## config.mk

```make
export PLATFORM = sky130hd
export DESIGN_NAME = rv64i_fetch_stage_flat
export DESIGN_NICKNAME = d
export VERILOG_FILES = /design/src/rtl/rv64i_fetch_stage_if.sv /design/src/rtl/rv64i_fetch_stage.sv /design/src/flat_wrapper.sv
export SDC_FILE = /design/constraint.sdc
export NUM_CORES = 1
export LEC_CHECK = 0
export ABC_CLOCK_PERIOD_IN_PS = 6900
export BUFFER_PORTS_ARGS = -buffer_cell sky130_fd_sc_hd__buf_2
export CAP_MARGIN = 20
export CORE_MARGIN = 3
export CORE_UTILIZATION = 59
export CTS_CLUSTER_DIAMETER = 80
export DETAILED_ROUTE_END_ITERATION = 7
export PLACE_DENSITY = 0.87
export SYNTH_ARGS = -nofsm -noshare
export SYNTH_HDL_FRONTEND = slang
export SYNTH_SLANG_ARGS = --single-unit
```

## constraint.sdc

```tcl
create_clock -name clk -period 6.9 [get_ports clk]
set_clock_uncertainty 0.1 [all_clocks]
set_input_delay 0.69 -clock clk [delete_from_list [all_inputs] [get_ports clk]]
set_output_delay 0.69 -clock clk [all_outputs]
set_load 0.02 [all_outputs]
```

## src/rtl/rv64i_fetch_stage_if.sv

```systemverilog
// Fetch-stage bundle: BRAM read port, decode handshake (stall/valid) and EX redirect.
// master = fetch stage, slave = surrounding pipeline / memory.
interface rv64i_fetch_stage_if #(
    parameter int PC_W    = 64,
    parameter int IMEM_AW = 9
);
    logic [IMEM_AW-1:0] imem_addr;
    logic [31:0]        imem_rdata;
    logic               id_stall;
    logic               redirect;
    logic [PC_W-1:0]    redirect_pc;
    logic [31:0]        if_ins;
    logic [PC_W-1:0]    if_pc;
    logic [PC_W-1:0]    if_pc_plus1;
    logic               if_valid;

    modport master (
        output imem_addr, if_ins, if_pc, if_pc_plus1, if_valid,
        input  imem_rdata, id_stall, redirect, redirect_pc
    );

    modport slave (
        input  imem_addr, if_ins, if_pc, if_pc_plus1, if_valid,
        output imem_rdata, id_stall, redirect, redirect_pc
    );
endinterface

```

## src/rtl/rv64i_fetch_stage.sv

```systemverilog
// RV64I fetch: word PC driving a 1-cycle BRAM, 1 instr/cycle, redirect visible next cycle.
// id_stall freezes PC and outputs via a one-entry hold buffer; redirect beats stall and squashes ID.
module rv64i_fetch_stage #(
    parameter int              PC_W     = 64,
    parameter int              IMEM_AW  = 9,
    parameter logic [PC_W-1:0] RESET_PC = '0,
    parameter logic [31:0]     NOP_INS  = 32'h00000013
) (
    input  logic                clk,
    input  logic                rst_n,
    rv64i_fetch_stage_if.master bus
);

    logic [PC_W-1:0] pc_q;
    logic [PC_W-1:0] out_pc;
    logic            out_valid;
    logic [31:0]     hold_ins;
    logic            hold_valid;
    logic            valid_now;

    always_comb begin
        bus.imem_addr = pc_q[IMEM_AW-1:0];
        if (!rst_n) begin
            bus.imem_addr = RESET_PC[IMEM_AW-1:0];
        end else if (bus.redirect) begin
            bus.imem_addr = bus.redirect_pc[IMEM_AW-1:0];
        end
    end

    // A redirect squashes whatever is sitting in ID this cycle.
    assign valid_now       = rst_n & out_valid & ~bus.redirect;
    assign bus.if_valid    = valid_now;
    assign bus.if_ins      = !valid_now ? NOP_INS : (hold_valid ? hold_ins : bus.imem_rdata);
    assign bus.if_pc       = out_pc;
    assign bus.if_pc_plus1 = out_pc + PC_W'(1);

    always_ff @(posedge clk) begin
        if (!rst_n) begin
            pc_q       <= RESET_PC;
            out_pc     <= RESET_PC;
            out_valid  <= 1'b0;
            hold_valid <= 1'b0;
            hold_ins   <= NOP_INS;
        end else if (bus.redirect) begin
            pc_q       <= bus.redirect_pc + PC_W'(1);
            out_pc     <= bus.redirect_pc;
            out_valid  <= 1'b1;
            hold_valid <= 1'b0;
        end else if (bus.id_stall) begin
            // Capture only on the first stall cycle; later BRAM data belongs to pc_q.
            if (!hold_valid) begin
                hold_ins   <= bus.imem_rdata;
                hold_valid <= 1'b1;
            end
        end else begin
            pc_q       <= pc_q + PC_W'(1);
            out_pc     <= pc_q;
            out_valid  <= 1'b1;
            hold_valid <= 1'b0;
        end
    end

endmodule

```

## src/flat_wrapper.sv

```systemverilog
// flat-port wrapper written by rule: the top's interface ports become plain ports
module rv64i_fetch_stage_flat 
#(
    parameter int              PC_W     = 64,
    parameter int              IMEM_AW  = 9,
    parameter logic [PC_W-1:0] RESET_PC = '0,
    parameter logic [31:0]     NOP_INS  = 32'h00000013
)
  (clk, rst_n, bus_imem_addr, bus_if_ins, bus_if_pc, bus_if_pc_plus1, bus_if_valid, bus_imem_rdata, bus_id_stall, bus_redirect, bus_redirect_pc);
  rv64i_fetch_stage_if #(.PC_W(PC_W), .IMEM_AW(IMEM_AW)) bus_i ();
  input  logic clk;
  input  logic rst_n;
  output wire logic [$bits(bus_i.imem_addr)-1:0] bus_imem_addr;
  output wire logic [$bits(bus_i.if_ins)-1:0] bus_if_ins;
  output wire logic [$bits(bus_i.if_pc)-1:0] bus_if_pc;
  output wire logic [$bits(bus_i.if_pc_plus1)-1:0] bus_if_pc_plus1;
  output wire logic [$bits(bus_i.if_valid)-1:0] bus_if_valid;
  input wire logic [$bits(bus_i.imem_rdata)-1:0] bus_imem_rdata;
  input wire logic [$bits(bus_i.id_stall)-1:0] bus_id_stall;
  input wire logic [$bits(bus_i.redirect)-1:0] bus_redirect;
  input wire logic [$bits(bus_i.redirect_pc)-1:0] bus_redirect_pc;
  assign bus_imem_addr = bus_i.imem_addr;
  assign bus_if_ins = bus_i.if_ins;
  assign bus_if_pc = bus_i.if_pc;
  assign bus_if_pc_plus1 = bus_i.if_pc_plus1;
  assign bus_if_valid = bus_i.if_valid;
  assign bus_i.imem_rdata = bus_imem_rdata;
  assign bus_i.id_stall = bus_id_stall;
  assign bus_i.redirect = bus_redirect;
  assign bus_i.redirect_pc = bus_redirect_pc;
  rv64i_fetch_stage #(.PC_W(PC_W), .IMEM_AW(IMEM_AW), .RESET_PC(RESET_PC), .NOP_INS(NOP_INS)) u_core (.clk(clk), .rst_n(rst_n), .bus(bus_i));
endmodule
```

; ---- Yosys cells after proc, flatten, opt, wreduce, memory -nomap -nowiden
; Index checks and enable logic that the tools add are counted.
[totals]
output_inout_bits = 170
input_bits = 100
regBits = 162
wordCells = 26
[op_classes]
n_reduce_logical = 2
addsub = 3
n_eq_ne = 1
bitwise_logic = 4
muxes = 11
[op_table]
columns = operator, count
row1 = two-way mux 64 bit, 4
row2 = "adder 64 x 1 -> 64 bit, second input constant", 3
row3 = two-way mux 32 bit, 2
row4 = two-way mux 9 bit, 2
row5 = two-way mux 1 bit, 3
row6 = AND 1 bit, 2
row7 = "!= test 2 x 1 -> 1 bit, second input constant", 1
row8 = inverter 1 bit, 2
row9 = AND reduction 2 bit, 1
row10 = OR reduction 2 bit, 1

; ---- Depth between registers and ports, before layout
; Gate-level depths: netlist of the first run.
[logic_depth]
word_depth = 3
mapped_depth = 17
depth_no_buf = 9

; ---- Worst setup path after synthesis of the first run
; OpenSTA, ideal clock, no wires.
[synth_path]
kind = input-to-reg
from = input bus_redirect
to = register u_core.pc_q[62]
path_stages = 16
path_buffers = 7
t_required_ns = 6.721
setup_slack_ns = 2.637
arrival_time_ns = 4.084
setup_ns = 0.079
cell_sequence = buf_4 > buf_2 > buf_2 > buf_2 > buf_2 > buf_2 > clkbuf_1 > mux2i_1 > inv_1 > ha_1 > inv_1 > a21oi_1 > nand4_1 > or4b_1 > or4_1 > o211ai_1
[synth_via]
elab_chain_cells = 1
elab_cells_between_ends = 2
cone_classes = eq/ne: 1 / mux: 1
[synth_lines]
columns = item, line
row1 = start: declaration, flat_wrapper.sv:20  ; input wire logic [$bits(bus_i.redirect)-1:0] bus_redirect;
row2 = != test 2 x 1 -> 1 bit (no source line) or two-way mux 64 bit (tied branches), n/a
row3 = end signal: assignment, rv64i_fetch_stage.sv:45  ; pc_q <= bus.redirect_pc + PC_W'(1);
row4 = end signal: assignment, rv64i_fetch_stage.sv:56  ; pc_q <= pc_q + PC_W'(1);
row5 = end: declaration, rv64i_fetch_stage.sv:14  ; logic [PC_W-1:0] pc_q;
; Several ways; a longest one is shown, not always the timed one.
; A chain may end at the register's enable or synchronous reset.

; ---- Final worst setup path of the first run
[layout_path]
from = register u_core.out_pc[9] (netlist: u_core.bus.if_pc[9])
to = output bus_if_pc_plus1[63]
[layout_via]
elab_chain_cells = 1
[layout_lines]
columns = item, line
row1 = start: declaration, rv64i_fetch_stage.sv:15  ; logic [PC_W-1:0] out_pc;
row2 = start signal: assignment, rv64i_fetch_stage.sv:46  ; out_pc <= bus.redirect_pc;
row3 = start signal: assignment, rv64i_fetch_stage.sv:57  ; out_pc <= pc_q;
row4 = adder 64 x 1 -> 64 bit, rv64i_fetch_stage.sv:35  ; assign bus.if_pc_plus1 = out_pc + PC_W'(1);
row5 = end: declaration, flat_wrapper.sv:16  ; output wire logic [$bits(bus_i.if_pc_plus1)-1:0] bus_if_pc_plus1;
; No other way between the ends.

==> impl_metrics.toml, run 1 <==
[run_status]
status = "complete, no violations"

[cts]
clk_pin_slew_ps = 60
postCtsHoldBufs = 0
clk_path_buf_depth = 2
numCtsBuffers = 17
worstSkewPairLatency_ps = 440
cts_sinks = 162
ctsHtreeMaxLevel = 4
clockRootBuffer = "clkbuf_16"
ctsResizeCount = 0
cts_tree = "built"
post_cts_buffers = 0

[pwr]
power_frac_comb_pct = 18.5
power_density_mw_per_mm2 = 192
sw_frac_of_total_pct = 29.9
ir_drop_v = 0.000186
netSwitchingPower_mw = 0.763
p_int_mw = 1.79
seq_power_share_pct = 42.0
clkPwrFrac_pct = 39.5
leakage_nw = 5.29

[floorplanning]
die_area_mm2 = 0.0208
coreArea_mm2 = 0.0184
boundaryPins = 270
die_h_um = 144
start_util_pct = 61.3
dieWidth_um = 144
num_rows = 49

[layout]
multiInputGateArea_mm2 = 0.00755
n_antenna_cell = 0
n_fill_cell = 1460
nNetsFinal = 1813
layout_commonest_cell = "buf_2"
syn2layout_area_growth_pct = 17.7
drive_gt1_share_pct = 20.2
seqCellArea_mm2 = 0.00324
layout_common_cells = "268 x buf_2, 211 x nand2_1, 161 x dfxtp_1"

[logic_synthesis]
syn-cell-area_mm2 = 0.0113
yosysTopAreaCell = "dfxtp_1"
ys.flop_type = "dfxtp_1"
yosys-top-cells-area = "dfxtp_1 29%, xnor2_1 8.6%, mux2i_1 7.3%, nand2_1 7.0%, nor2_1 5.0%"
syn_area_per_cell_um2 = 7.49
synth.net_count = 1607
synth_cell_types = 64
async_flop_share_pct = 0
synth_edf_count = 0
yosysWarnings = 0
syn_inst = 1505
synth_top_cell_area_share_pct = 28.8
ys_seq_area_share_pct = 28.8
ys_seq_elements = 162

[worst_setup_path]
crit_arrival_ps = 3660
r2r_cells = 7
cp_slowest_cell = "nor3_1"
critPathLaunch = "u_core.bus.if_pc[9]"
critical_path.max_stage_delay_ps = 890
path_class = "flop to output pin"
reg2reg_from = "u_core.pc_q[3]"
crit_chain = "and3_1, and3_1, nand4_1, nor3_1, nand4_1, xnor2_1, buf_2"
cp_max_fo = 11
worstPathRequired_ps = 6110
end_kind = "output pin"
startpoint_type = "flop"
reg2reg_slack_ps = 3670
r2r_end = "u_core.pc_q[57]"

[sta]
rsz0062_at_grt = "false"
worstMarginPinSlew_ps = 1100
layout_min_cycle_time_ps = 4450
setup_tns_ps = 0
relSlewSlack_pct = 26.8
finalHoldViolCount = 0
min_period_over_period_pct = 64.5
max_freq_mhz = 225
setup_viol = 0
slew_viol_final = 0
finalWorstSetupSlack_ps = 2450

[drt]
wirelength_mm = 36.7
wl_per_cell_um = 18.8
drc = 0
ant_nets = 0
vias = 12531
avgViaCountPerCell = 6.42
drt_iter0_drc = 1425
drt_first_pass_iters = 8

[job]
drv_cap = 0

[hold_path]
hold_class = "flop to flop"
min_from = "u_core.hold_ins[27]"
worstHoldPathCells = 2
min_to = "u_core.hold_ins[27]"

[placed_design]
dp_hpwl_mm = 25.8
pre_cts_slack_ps = 2670
gp_congestion = 0.950
port-buffer-count = 269

[global_route]
antenna_found_initial = 1
grt_overflow = 0
grt_start_max_net_pins = 137
grt_pass1_vias = 11189
grt_usage_pct = 33.5
grt_pass1_wl_mm = 56.7
## synth_stat cells (8+ instances only)
library cell,count
and3_1,18
a22oi_1,16
inv_1,23
nor4_1,39
dfxtp_1,162
nand2_1,211
nand3b_1,23
nand4_1,63
clkbuf_1,71
o211a_1,9
buf_2,12
a211oi_1,24
nand3_1,99
o21ai_0,31
nand4b_1,16
or3_1,9
a21oi_1,109
nor3_1,38
nand2b_1,8
xor2_1,35
mux2_2,22
o22ai_1,15
buf_1,9
mux2i_1,82
xnor2_1,111
nor2_1,150
## per-layer routing
layer	vias to the layer above	global-route usage [%]	wire length, um
li1	5852	-	-
met4	2	15.0	1410
met3	107	6.35	3550
met2	699	53.4	17200
met5	-	0	13
met1	5871	44.3	14500
## sequential cells by signal (all words and copies together) (netlist names)
signal             flops
u_core.bus.if_pc      64
u_core.pc_q           64
u_core.hold_ins       32
u_core.hold_valid      1
u_core.out_valid       1
## power groups by stage
stage               Clock [mW]  Sequential (mW)  Combinational [mW]
finish                    1.01             1.07               0.473
global route              1.05             1.08               0.512
CTS                       1.01             1.07               0.467
detailed placement           0             1.09               0.464
global placement             0             1.09               0.456
floorplan                    0             1.09               0.290
## area by class of cell
type | instances | share of cell area, %
clock buffer | 20 | 3.44
clock inverter | 10 | 1.20
inverter | 26 | 0.754
multi-input combinational | 1221 | 56.9
sequential | 162 | 24.4
tap | 229 | 2.16
timing repair buffer | 283 | 11.1
## how the worst max path moves through the flow
stage | endpoint | slack, ps
after CTS | bus_if_pc_plus1[56] | 2390
final | bus_if_pc_plus1[63] | 2450
after global placement | u_core.pc_q[50] | 2760
after global routing | bus_if_pc_plus1[63] | 2380
after floorplan | u_core.pc_q[62] | 2640
after detailed placement | u_core.pc_q[57] | 2670
## worst max-delay path, delay by kind of cell, from the launching register on
| kind | cells | cell delay [ps] |
|---|---|---|
| XOR/XNOR | 1 | 210 |
| buffers and inverters | 1 | 190 |
| flip-flops | 1 | 420 |
| AND/OR/NAND/NOR | 5 | 2390 |
## kinds of logic after synthesis
| group | count (synthesis) | synth area share [%] |
|---|---|---|
| AO/OA/AOI/OAI | 264 | 14.9 |
| XOR/XNOR | 146 | 11.3 |
| adder cells (fa/ha/maj) | 2 | 0.222 |
| buffers and inverters | 122 | 4.36 |
| flip-flops | 162 | 28.8 |
| multiplexers | 104 | 9.47 |
| AND/OR/NAND/NOR | 705 | 31.0 |
## stage by stage
step | power (mW) | hold WS (ps) | instance area [um^2] | utilization (%) | cells
after floorplan | 1.38 | 336 | 11300 | - | 1505
after global placement | 1.54 | 342 | 12600 | 68.7 | 1919
after detailed placement | 1.55 | 348 | 12700 | 68.8 | 1920
after CTS | 2.55 | 357 | 13300 | 72.1 | 1950
after global routing | 2.64 | 369 | 13300 | 72.2 | 1951
final | 2.55 | 355 | 13300 | 72.2 | 1951
No activity file was read; power rests on OpenSTA's default activity.
==> run 2: changes to the inputs <==
--- a/config.mk
+++ b/config.mk
@@ -5,14 +5,15 @@
 export SDC_FILE = /design/constraint.sdc
 export NUM_CORES = 1
 export LEC_CHECK = 0
-export ABC_CLOCK_PERIOD_IN_PS = 6900
+export ABC_AREA = 1
+export ABC_CLOCK_PERIOD_IN_PS = 4500
 export BUFFER_PORTS_ARGS = -buffer_cell sky130_fd_sc_hd__buf_2
 export CAP_MARGIN = 20
 export CORE_MARGIN = 3
-export CORE_UTILIZATION = 59
+export CORE_UTILIZATION = 56
 export CTS_CLUSTER_DIAMETER = 80
 export DETAILED_ROUTE_END_ITERATION = 7
-export PLACE_DENSITY = 0.87
+export PLACE_DENSITY = 0.82
 export SYNTH_ARGS = -nofsm -noshare
 export SYNTH_HDL_FRONTEND = slang
 export SYNTH_SLANG_ARGS = --single-unit
==> constraint.sdc (replaced) <==
create_clock -name clk -period 4.5 [get_ports clk]
set_clock_uncertainty 0.1 [all_clocks]
set_input_delay 0.45 -clock clk [delete_from_list [all_inputs] [get_ports clk]]
set_output_delay 0.45 -clock clk [all_outputs]
set_load 0.02 [all_outputs]
==> impl_metrics.toml, run 2 <==
[run_status]
status = "complete, no violations"

[worst_setup_path]
end_kind = "output pin"
critPathLaunch = "u_core.bus.if_pc[2]"
reg2reg_from = "u_core.pc_q[0]"
cp_slowest_cell = "nor2_1"
critPathTopFamily = "simple AND/OR/NAND/NOR gates"
crit_buf_inv = 3
r2r_end = "u_core.pc_q[60]"
cp_max_fo = 5
r2r_cells = 12
reg2reg_slack_ps = 2150
startpoint_type = "flop"
path_class = "flop to output pin"
critical_path.max_stage_delay_ps = 480
crit_chain = "nand2_2, inv_1, nand4_1, nor2_1, inv_1, nor2_1, nand2_1, nor2_1, xor2_1, buf_2"
worstPathRequired_ps = 3950
critical_path.most_common_cell = "nor2_1"
crit_arrival_ps = 2930

[logic_synthesis]
synth_top_cell_area_share_pct = 26.6
synth-compound-area-share_pct = 10.9
yosys.area_share.adder_pct = 0.206
ys.flop_type = "dfxtp_1"
synth_cell_types = 41
yosys-top-cells-area = "dfxtp_1 27%, nand2_1 22%, nor2_1 11%, inv_1 9.0%, xor2_1 4.4%"
synthSimpleGateAreaFrac_pct = 44.6
syn_inst = 2125
ys_seq_elements = 162
synth.net_count = 2227
synth.most_common_cell = "nand2_1"
syn_area_per_cell_um2 = 5.73
synth_top_family_by_area = "simple AND/OR/NAND/NOR gates"
synth.area.mux_share_pct = 0
yosysWarnings = 0
synth_common_cells = "713 x nand2_1, 346 x nor2_1, 293 x inv_1"
async_flop_share_pct = 0
synth_edf_count = 0
ys_seq_area_share_pct = 26.6
yosysTopAreaCell = "dfxtp_1"
synth-xor-area-share_pct = 4.53
syn-cell-area_mm2 = 0.0122

[hold_path]
worstHoldPathCells = 3
min_from = "bus_imem_rdata[20]"
min_to = "u_core.hold_ins[20]"
hold_class = "input pin to flop"

[layout]
fin_cells = 2633
syn2layout_area_growth_pct = 16.2
layout_common_cells = "713 x nand2_1, 346 x nor2_1, 291 x inv_1"
layout_commonest_cell = "nand2_1"
drive_gt1_share_pct = 17.0
final_util_pct = 66.7
nNetsFinal = 2447
n_antenna_cell = 0

[floorplanning]
dieWidth_um = 153
die_h_um = 153
die_area_mm2 = 0.0235
boundaryPins = 270
start_util_pct = 57.4
coreArea_mm2 = 0.0212
num_rows = 53

[pwr]
leakage_nw = 6.80
ir_drop_v = 0.000273
power_density_mw_per_mm2 = 289

[drt]
drt_iter0_drc = 1392
drt_first_pass_iters = 6
wirelength_mm = 45.7
vias = 14653
avgViaCountPerCell = 5.57
wl_per_cell_um = 17.4
drc = 0
ant_nets = 0

[cts]
clk_path_buf_depth = 2
ctsHtreeMaxLevel = 4
post_cts_buffers = 0
worstSkewPairLatency_ps = 440
ctsResizeCount = 0
clockRootBuffer = "clkbuf_16"
clk_pin_slew_ps = 80
cts_tree = "built"
numCtsBuffers = 17
postCtsHoldBufs = 0
cts_sinks = 162

[job]
drv_cap = 0

[sta]
setup_viol = 0
slew_viol_final = 0
finalHoldViolCount = 0
setup_tns_ps = 0
max_freq_mhz = 287
rsz0062_at_grt = "false"
holdWs_ps = 253
min_period_over_period_pct = 77.4
relSlewSlack_pct = 31.4
layout_min_cycle_time_ps = 3480
worstMarginPinSlew_ps = 1030

[global_route]
grt_pass1_wl_mm = 71.5
antenna_found_initial = 1
grt_overflow = 0
grt_pass1_vias = 13418
grt_usage_pct = 37.9
grt_start_max_net_pins = 76

[placed_design]
port-buffer-count = 269
dp_hpwl_mm = 36.3
gp_congestion = 1.07
dp_cells = 2600
[run 2: cell count changes after synthesis, moves of 82 or more]
| cell | before | now |
|---|---|---|
| inv_1 | 23 | 293 |
| mux2i_1 | 82 | 0 |
| nand2_1 | 211 | 713 |
| nor2_1 | 150 | 346 |
| xnor2_1 | 111 | 2 |
| a21oi_1 | 109 | 13 |
[run 2: worst min-delay path: stages]
cell	delay, ps
buf_2	70
o21ai_0	80
o22ai_1	150
[run 2: worst max-delay path by stage]
stage | cells past startpoint | to | slack (ps)
finish | 10 | bus_if_pc_plus1[63] | 1020
global route | 10 | bus_if_pc_plus1[63] | 800
CTS | 10 | bus_if_pc_plus1[63] | 1010
detailed placement | 8 | u_core.hold_ins[6] | 1180
global placement | 8 | u_core.hold_ins[10] | 1280
floorplan | 9 | bus_if_pc_plus1[50] | 1810
[run 2: stage by stage]
stage          cell area (um^2)  power [mW]  setup WS (ps)
2_1_floorplan             12200        2.29           1810
3_3_place_gp              13500        2.60           1280
3_5_place_dp              13500        2.62           1180
4_1_cts                   14100        4.07           1010
5_1_grt                   14200        4.25            802
6_report                  14200        4.09           1020
[run 2: final cells by class]
type | count | area, um^2
clock buffers | 17 | 425
repair buffers | 282 | 1500
well taps | 275 | 344
multi-input cells | 1582 | 7340
fillers | 2081 | 7070
flip-flops and latches | 162 | 3240
clock inverters | 15 | 164
inverters | 300 | 1130
[run 2: layer usage]
metal	routed length (um)	vias to the layer above	part of all wire, %	GRT usage (%)
met5	13	-	0.028	0
met4	1920	2	4.2	15.6
met3	5000	116	11	6.88
met2	19700	876	43	59.1
met1	19100	6588	42	51.8
li1	-	7071	-	-
[run 2: logic make-up after synthesis]
group                    after synthesis
AO/OA/AOI/OAI                        216
XOR/XNOR                              63
adder cells (fa/ha/maj)                2
AND/OR/NAND/NOR                     1301
flip-flops                           162
buffers and inverters                381
[run 2: power by group]
group	internal [mW]	switching, mW	leakage, nW
Sequential	1.54	0.105	1.34
Combinational	0.294	0.685	5.18
Clock	0.747	0.723	0.288
Total	2.58	1.51	6.80
==> run 3: changes to the inputs <==
--- a/config.mk
+++ b/config.mk
@@ -6,14 +6,14 @@
 export NUM_CORES = 1
 export LEC_CHECK = 0
 export ABC_AREA = 1
-export ABC_CLOCK_PERIOD_IN_PS = 4500
+export ABC_CLOCK_PERIOD_IN_PS = 3200
 export BUFFER_PORTS_ARGS = -buffer_cell sky130_fd_sc_hd__buf_2
 export CAP_MARGIN = 20
 export CORE_MARGIN = 3
-export CORE_UTILIZATION = 56
+export CORE_UTILIZATION = 51
 export CTS_CLUSTER_DIAMETER = 80
 export DETAILED_ROUTE_END_ITERATION = 7
-export PLACE_DENSITY = 0.82
+export PLACE_DENSITY = 0.79
 export SYNTH_ARGS = -nofsm -noshare
 export SYNTH_HDL_FRONTEND = slang
 export SYNTH_SLANG_ARGS = --single-unit
==> constraint.sdc (replaced) <==
create_clock -name clk -period 3.2 [get_ports clk]
set_clock_uncertainty 0.1 [all_clocks]
set_input_delay 0.32 -clock clk [delete_from_list [all_inputs] [get_ports clk]]
set_output_delay 0.32 -clock clk [all_outputs]
set_load 0.02 [all_outputs]
==> impl_metrics.toml, run 3 (same netlist as run 2, synthesis figures left out) <==
[pwr]
leakage_nw = 6.88
power_density_mw_per_mm2 = 409
ir_drop_v = 0.000372
seq_power_share_pct = 39.3
clkPwrFrac_pct = 36.7
sw_frac_of_total_pct = 36.8
p_int_mw = 3.71
power_frac_comb_pct = 24.1
netSwitchingPower_mw = 2.16

[sta]
worstMarginPinSlew_ps = 938
finalHoldViolCount = 0
min_period_over_period_pct = 96.0
slew_viol_final = 0
layout_min_cycle_time_ps = 3070
setup_tns_ps = 0
relSlewSlack_pct = 37.4
max_freq_mhz = 325
finalWorstSetupSlack_ps = 126
rsz0062_at_grt = "true"
holdWs_ps = 137
setup_viol = 0

[placed_design]
dpl_cell_area_mm2 = 0.0137
port-buffer-count = 269
pre_cts_slack_ps = 448
dp_hpwl_mm = 38.7
gp_congestion = 1.04

[worst_setup_path]
worstPathRequired_ps = 2780
reg2reg_slack_ps = 950
crit_chain = "ha_1, inv_1, nor2_4, nand3_2, nor2_2, nand3_1, or2_2, nor3_2, xor2_1, buf_2"
end_kind = "output pin"
r2r_cells = 12
cp_max_fo = 6
cp.depth = 10
critical_path.max_stage_delay_ps = 400
cp_slowest_cell = "dfxtp_1"
path_class = "flop to output pin"
crit_arrival_ps = 2650
critPathTopFamily = "simple AND/OR/NAND/NOR gates"
crit_buf_inv = 2
startpoint_type = "flop"

[global_route]
grt_usage_pct = 36.5
antenna_found_initial = 3
grt_start_max_net_pins = 80
grt_pass1_wl_mm = 74.4
grt_pass1_vias = 13332
grt_overflow = 0

[layout]
final_area_mm2 = 0.0144
drive_gt1_share_pct = 17.7
final_util_pct = 62.3
layout_common_cells = "713 x nand2_1, 344 x nor2_1, 291 x inv_1"
multiInputGateArea_mm2 = 0.00736
nNetsFinal = 2460
layout_commonest_cell = "nand2_1"
seqCellArea_mm2 = 0.00325
n_fill_cell = 2315
syn2layout_area_growth_pct = 17.9

[floorplanning]
boundaryPins = 270
coreArea_mm2 = 0.0231
die_h_um = 161
num_rows = 55
die_area_mm2 = 0.0258
start_util_pct = 52.8
dieWidth_um = 161

[drt]
avgViaCountPerCell = 5.46
drc = 0
drt_first_pass_iters = 5
vias = 14678
wirelength_mm = 48.8
ant_nets = 0
wl_per_cell_um = 18.2
drt_iter0_drc = 1940

[cts]
ctsHtreeMaxLevel = 4
cts_sinks = 162
numCtsBuffers = 17
clk_path_buf_depth = 2
postCtsHoldBufs = 0
ctsResizeCount = 0
clockRootBuffer = "clkbuf_16"
post_cts_buffers = 0
cts_tree = "built"
worstSkewPairLatency_ps = 440
clk_pin_slew_ps = 80

[run_status]
status = "complete, no violations"

[hold_path]
hold_class = "input pin to flop"
worstHoldPathCells = 3

[job]
drv_cap = 0
run 3: cell types whose count changed in the layout (fill, tap and decap cells not counted), moves of 2 or more:
cell / previous run / this run
nor2_2: 23 / 25
inv_6: 2 / 4
nor3_2: 2 / 4
diode_2: 0 / 2
buf_4: 10 / 22
clkinv_8: 3 / 5
nor3_1: 34 / 32
nor2_1: 346 / 344
inv_8: 6 / 2
buf_12: 3 / 5
run 3: worst reg2reg max path, delay by kind of cell, from the launching register on:
family,cells,cell delay [ps]
buf+inv,2,90
fa+ha+maj,1,240
flops,1,310
compound gates,1,190
simple gates,8,1210
run 3: power by group through the flow:
stage / clock [mW] / combinational, mW / sequential (mW)
after floorplan: 0 / 0.845 / 2.37
after global placement: 0 / 1.35 / 2.34
after detailed placement: 0 / 1.37 / 2.34
after CTS: 2.16 / 1.38 / 2.30
after global routing: 2.24 / 1.54 / 2.32
final: 2.15 / 1.41 / 2.31
run 3: area by class of cell:
type	count	area share (%)
Antenna cell	2	0.0349
Clock inverter	15	1.33
Sequential cell	162	22.6
Multi-Input combinational cell	1582	51.3
Clock buffer	17	2.96
Tap cell	313	2.73
Timing Repair Buffer	295	11.2
Inverter	300	7.86
run 3: through the flow:
step / instances / total power, mW
4_1_cts: 2683 / 5.83
3_3_place_gp: 2651 / 3.69
5_1_grt: 2685 / 6.10
3_5_place_dp: 2651 / 3.72
6_report: 2686 / 5.87
2_1_floorplan: 2125 / 3.22
run 3: final timing paths:
check | start | to
max | u_core.bus.if_pc[1] | bus_if_pc_plus1[50]
min | bus_imem_rdata[22] | u_core.hold_ins[22]
max reg2reg | u_core.pc_q[0] | u_core.pc_q[54]
min reg2reg | u_core.pc_q[52] | u_core.pc_q[52]
run 3: routing by layer:
metal / track usage [%] / wire (um) / part of all wire [%] / vias to the layer above
li1: - / - / - / 7107
met1: 50.2 / 20300 / 42 / 6603
met2: 57.4 / 21700 / 44 / 860
met3: 6.35 / 5120 / 10 / 104
met4: 13.6 / 1650 / 3.4 / 4
met5: 0 / 23 / 0.047 / -
